File: src/rtl/barrel_shift_feeder.sv
// barrel_shift_feeder: queues shift commands and issues them one per cycle
// into an external combinational 8-bit barrel shifter. It captures the
// shifter output into a result slot with valid/ready backpressure.
// Pipeline: command FIFO -> issue register (drives shifter) -> result slot.
module barrel_shift_feeder #(
    parameter int unsigned DEPTH = 4
) (
    input  logic                     clk,
    input  logic                     rst_n,
    // command input
    input  logic                     cmd_vld_i,
    output logic                     cmd_rdy_o,
    input  logic [7:0]               cmd_data_i,
    input  logic [2:0]               cmd_n_i,
    input  logic                     cmd_lr_i,
    // registered drive into the shifter and its combinational result
    output logic [7:0]               sh_in_o,
    output logic [2:0]               sh_n_o,
    output logic                     sh_lr_o,
    output logic                     sh_vld_o,
    input  logic [7:0]               sh_out_i,
    // result output
    output logic                     res_vld_o,
    input  logic                     res_rdy_i,
    output logic [7:0]               res_data_o,
    // FIFO occupancy
    output logic [$clog2(DEPTH):0]   occ_o
);

    localparam int unsigned PtrW = $clog2(DEPTH);
    localparam int unsigned OccW = PtrW + 1;
    localparam int unsigned EntW = 12;
    localparam logic [OccW-1:0] OccFull = OccW'(DEPTH);

    // FIFO storage and bookkeeping
    logic [EntW-1:0] mem_q [DEPTH];
    logic [PtrW-1:0] wr_ptr_q, wr_ptr_d;
    logic [PtrW-1:0] rd_ptr_q, rd_ptr_d;
    logic [OccW-1:0] occ_q, occ_d;

    // issue register
    logic [7:0]      sh_in_q, sh_in_d;
    logic [2:0]      sh_n_q, sh_n_d;
    logic            sh_lr_q, sh_lr_d;
    logic            sh_vld_q, sh_vld_d;

    // result slot
    logic [7:0]      res_data_q, res_data_d;
    logic            res_vld_q, res_vld_d;

    // handshake decode
    logic            cmd_rdy;
    logic            push;
    logic            pop;
    logic            res_free;
    logic            adv;
    logic            fifo_empty;
    logic [EntW-1:0] head;

    // Handshake and advance conditions; cmd_rdy depends only on the occ register.
    always_comb begin
        cmd_rdy    = (occ_q != OccFull);
        push       = cmd_vld_i && cmd_rdy;
        res_free   = !res_vld_q || res_rdy_i;
        adv        = !sh_vld_q || res_free;
        fifo_empty = (occ_q == '0);
        pop        = adv && !fifo_empty;
        head       = mem_q[rd_ptr_q];
    end

    // FIFO pointer and occupancy next-state; pointers wrap naturally (DEPTH is 2^PtrW).
    always_comb begin
        wr_ptr_d = wr_ptr_q;
        rd_ptr_d = rd_ptr_q;
        occ_d    = occ_q;
        if (push) begin
            wr_ptr_d = wr_ptr_q + 1'b1;
        end
        if (pop) begin
            rd_ptr_d = rd_ptr_q + 1'b1;
        end
        unique case ({push, pop})
            2'b10:   occ_d = occ_q + 1'b1;
            2'b01:   occ_d = occ_q - 1'b1;
            default: occ_d = occ_q;
        endcase
    end

    // Issue register next-state: load the FIFO head or go idle, only when the slot can advance.
    always_comb begin
        sh_in_d  = sh_in_q;
        sh_n_d   = sh_n_q;
        sh_lr_d  = sh_lr_q;
        sh_vld_d = sh_vld_q;
        if (adv) begin
            if (!fifo_empty) begin
                {sh_in_d, sh_n_d, sh_lr_d} = head;
                sh_vld_d                   = 1'b1;
            end else begin
                // data fields keep their last value while idle
                sh_vld_d = 1'b0;
            end
        end
    end

    // Result slot next-state: capture the shifter output or retire the held result.
    always_comb begin
        res_data_d = res_data_q;
        res_vld_d  = res_vld_q;
        if (sh_vld_q && res_free) begin
            res_data_d = sh_out_i;
            res_vld_d  = 1'b1;
        end else if (res_vld_q && res_rdy_i) begin
            res_vld_d = 1'b0;
        end
    end

    // FIFO storage write; contents need no reset since occupancy gates every read.
    always_ff @(posedge clk) begin
        if (push) begin
            mem_q[wr_ptr_q] <= {cmd_data_i, cmd_n_i, cmd_lr_i};
        end
    end

    // FIFO control state.
    always_ff @(posedge clk or negedge rst_n) begin
        if (!rst_n) begin
            wr_ptr_q <= '0;
            rd_ptr_q <= '0;
            occ_q    <= '0;
        end else begin
            wr_ptr_q <= wr_ptr_d;
            rd_ptr_q <= rd_ptr_d;
            occ_q    <= occ_d;
        end
    end

    // Issue register state.
    always_ff @(posedge clk or negedge rst_n) begin
        if (!rst_n) begin
            sh_in_q  <= '0;
            sh_n_q   <= '0;
            sh_lr_q  <= 1'b0;
            sh_vld_q <= 1'b0;
        end else begin
            sh_in_q  <= sh_in_d;
            sh_n_q   <= sh_n_d;
            sh_lr_q  <= sh_lr_d;
            sh_vld_q <= sh_vld_d;
        end
    end

    // Result slot state.
    always_ff @(posedge clk or negedge rst_n) begin
        if (!rst_n) begin
            res_data_q <= '0;
            res_vld_q  <= 1'b0;
        end else begin
            res_data_q <= res_data_d;
            res_vld_q  <= res_vld_d;
        end
    end

    assign cmd_rdy_o  = cmd_rdy;
    assign sh_in_o    = sh_in_q;
    assign sh_n_o     = sh_n_q;
    assign sh_lr_o    = sh_lr_q;
    assign sh_vld_o   = sh_vld_q;
    assign res_data_o = res_data_q;
    assign res_vld_o  = res_vld_q;
    assign occ_o      = occ_q;

    // Occupancy never exceeds the FIFO size, and always matches the pointer distance.
    occ_bound_a: assert property (@(posedge clk) disable iff (!rst_n) occ_q <= OccFull);
    ptr_occ_a: assert property (@(posedge clk) disable iff (!rst_n)
        (wr_ptr_q - rd_ptr_q) == occ_q[PtrW-1:0]);

endmodule

File: config.mk
export PLATFORM = sky130hd
export DESIGN_NAME = barrel_shift_feeder
export DESIGN_NICKNAME = d
export VERILOG_FILES = /design/src/rtl/barrel_shift_feeder.sv
export SDC_FILE = /design/constraint.sdc
export NUM_CORES = 1
export LEC_CHECK = 0
export BUFFER_PORTS_ARGS = -buffer_cell sky130_fd_sc_hd__buf_2
export CORE_ASPECT_RATIO = 1.4
export CORE_MARGIN = 2
export CORE_UTILIZATION = 53
export DETAILED_ROUTE_END_ITERATION = 7
export PLACE_DENSITY = 0.76
export SYNTH_ARGS = -nofsm -noshare
export SYNTH_HDL_FRONTEND = slang
export SYNTH_SLANG_ARGS = --single-unit
File: constraint.sdc
create_clock -name clk -period 6.5 [get_ports clk]
set_clock_uncertainty 0.1 [all_clocks]
set_input_delay 0.65 -clock clk [delete_from_list [all_inputs] [get_ports clk]]
set_output_delay 0.65 -clock clk [all_outputs]
set_load 0.01 [all_outputs]
==> key figures <==
Run status
  – Status: finished, final reports clean

Global route
  – Number of global-route vias before repair: 1587
  – Antenna violations before repair: 0
  – Overflow after GRT: 0
  – Total global-route track usage: 0.182
  – Maximum number of pins on one net before global-route repair: 30
  – First-pass GRT wire length: 7750 µm

Clocking
  – CTS Sinks: a little under 80
  – Post-CTS Setup Inserts: 0
  – Clk root buf: clkbuf_8
  – CTS Buf Count: 9
  – H-tree depth: 3
  – Number of hold buffers added after CTS: 0
  – Max Root-Sink Buffers: 2
  – Worst-Skew Late Latency: 0.35 ns
  – CTS tree: done
  – Post-CTS sizing: 0
  – Clock slew at reported path FFs: 0.07 ns

Timing
  – Worst Tran Pin Value: 0.872 ns
  – Final setup viols: 0
  – TNS Setup: 0 ns
  – Fmax achieved: 0.406 GHz
  – Final hold viol count: 0
  – Pins Over Slew Limit: 0
  – Unrepaired setup endpoints after global routing: no
  – Tmin final: 2.47 ns
  – Slew HR: 0.419
  – Tcrit/Tclk final: 0.379

Cells and area
  – P&R area growth vs syn: 15.7%
  – Most frequent cells in the layout: buf_2, edfxtp_1, dfrtp_1
  – Antenna cell count: 0
  – Nets@finish: 234
  – Commonest non-fill, non-tap cell in the layout: buf_2
  – Share of layout cells above drive strength 1: 0.469
  – Post-route cell area: 0.00349 mm²

Detailed routing
  – ANT nets after route: 0
  – DR iter-0 viols: 66
  – WL final: 5010 µm
  – Drt pass-1 iters: 6
  – # DRC: 0
  – Drt wl/cell: 18.1 µm
  – Routed vias: 1500
  – Via density: 5.42

Yosys
  – Mapped Nets: 179
  – Top-area cell type share of the netlist area: 0.478
  – Cell area after synthesis: ~0.0030 mm²
  – Yosys reg bits: 77
  – Post-Synthesis Cells: 149
  – Mapped Avg Cell Area: 20.2 µm²
  – Top cells by area, synth: edfxtp_1, dfrtp_1, mux4_2
  – Synth cell types: 25
  – Register area share after synthesis: 0.719
  – Warnings from Yosys: 0
  – Largest area contributor in the netlist: edfxtp_1

Power and ir drop
  – PD cells: 456 mW/mm²
  – Pleak: 1.41 nW
  – VDD IR-drop max: 288 µV

Job
  – # Max-Cap Violations: 0

Placed design
  – Placed Area: 0.00330 mm²
  – PortBufs: 49
  – Routability congestion estimate: 0.797
  – Final HPWL DP: 3400 µm

Die
  – Die Y: 93.2 µm
  – Core area: 0.00549 mm²
  – Die area: between 0.006 and 0.007 mm²
  – Initial Utilization: 0.550
  – Num rows: 32
  – Number of I/O pins: 50
  – Die width: 67.8 µm

Min path
  – Min-Delay Path Class: in2async

Critical path
  – Arr. time, crit path: 2.63 ns
  – Cell depth of the worst flop-to-flop path: 9
  – R2R Setup Slk: 4.03 ns
  – Crit path launch type: flop
  – Worst-path maximum fanout: 6
  – R2R Path End: occ_o[2]
  – Crit-path slowest cell: or3b_1
  – Crit path kind: reg2reg
  – CP Cell Sequence: or3b_1 > and2_1 > inv_1 > ha_1 > inv_1 > fa_1 > xor2_1 > nor2_1 > xor2_1
  – FF-to-FF Start: occ_o[0]
  – CP Data Required Time: 6.66 ns
  – Crit end category: flop
  – Slowest stage delay, CP: around 0.47 ns
## how the worst max path moves through the flow
stage | startpoint | to | slack (ns) | cells after the start
after detailed placement | res_rdy_i | occ_o[2] | 3.95 | 9
after CTS | occ_o[0] | occ_o[2] | 4.02 | 9
after floorplan | occ_o[0] | occ_o[2] | 4.17 | 9
final | occ_o[0] | occ_o[2] | 4.03 | 9
after global routing | occ_o[0] | occ_o[2] | 3.88 | 9
after global placement | res_rdy_i | occ_o[2] | 4.08 | 9
## sequential cells by signal (all words and copies together), names as in the netlist
register / flops
res_data_o: 8
wr_ptr_q: 2
sh_lr_o: 1
sh_in_o: 8
sh_vld_o: 1
res_vld_o: 1
occ_o: 3
mem_q: 48
sh_n_o: 3
rd_ptr_q: 2
## worst max-delay path: cells and delay by family, from the launching register on
family	cells	cell delay [ns]
AND/OR/NAND/NOR	3	0.83
adder cells (fa/ha/maj)	2	0.56
flip-flops	1	0.43
XOR/XNOR	2	0.32
buffers and inverters	2	0.14
## synth_stat cells (all sizes together)
cell,number
nand3b,1
nand3,1
dfrtp,29
and2,2
fa,1
and3,4
nand2,1
or3b,1
xnor2,3
or3,1
buf,5
nand2b,3
mux4,12
mux2i,1
edfxtp,48
ha,5
inv,6
mux2,21
xor2,3
nor2,1
## cells by family after synthesis
family | share of synthesized area
fa+ha+maj | 0.0274
simple gates | 0.0328
buf+inv | 0.0224
flops | 0.719
mux | 0.181
xor+xnor | 0.0174
## per-stage QoR
stage | worst slack (ns) | power [W] | instances | hold WS [ns] | utilization
after floorplan | 4.17 | 0.00113 | 149 | 0.254 | -
after global placement | 4.08 | 0.00124 | 261 | 0.381 | 0.602
after detailed placement | 3.95 | 0.00128 | 261 | 0.387 | 0.602
after CTS | 4.02 | 0.00161 | 277 | 0.242 | 0.636
after global routing | 3.88 | 0.00168 | 277 | 0.268 | 0.636
final | 4.03 | 0.00159 | 277 | 0.230 | 0.636
## routing by layer
layer | routed length, µm | part of all wire | vias up | track usage
met3 | 263 | 0.053 | 10 | 0.0602
met1 | 1920 | 0.38 | 774 | 0.201
met5 | 0 | 0 | - | 0
met4 | 105 | 0.021 | 0 | 0.104
met2 | 2720 | 0.54 | 46 | 0.299
li1 | - | - | 670 | -
## power breakdown
part           leakage (nW)  total (W)  switching, W  internal [W]
Clock                0.0985   0.000333      0.000161      0.000172
Combinational         0.535   0.000484      0.000213      0.000271
Sequential            0.772   0.000773      0.000104      0.000669
## final cells by class
cell class / instances / area [µm²]
Clock inverter: 3 / 18.8
Tap cell: 68 / 85.1
Sequential cell: 77 / 2170
Multi-Input combinational cell: 61 / 781
Clock buffer: 13 / 170
Inverter: 6 / 22.5
Fill cell: 395 / 2000
Timing Repair Buffer: 49 / 245
Note: power is estimated with default switching activity, not from simulation.
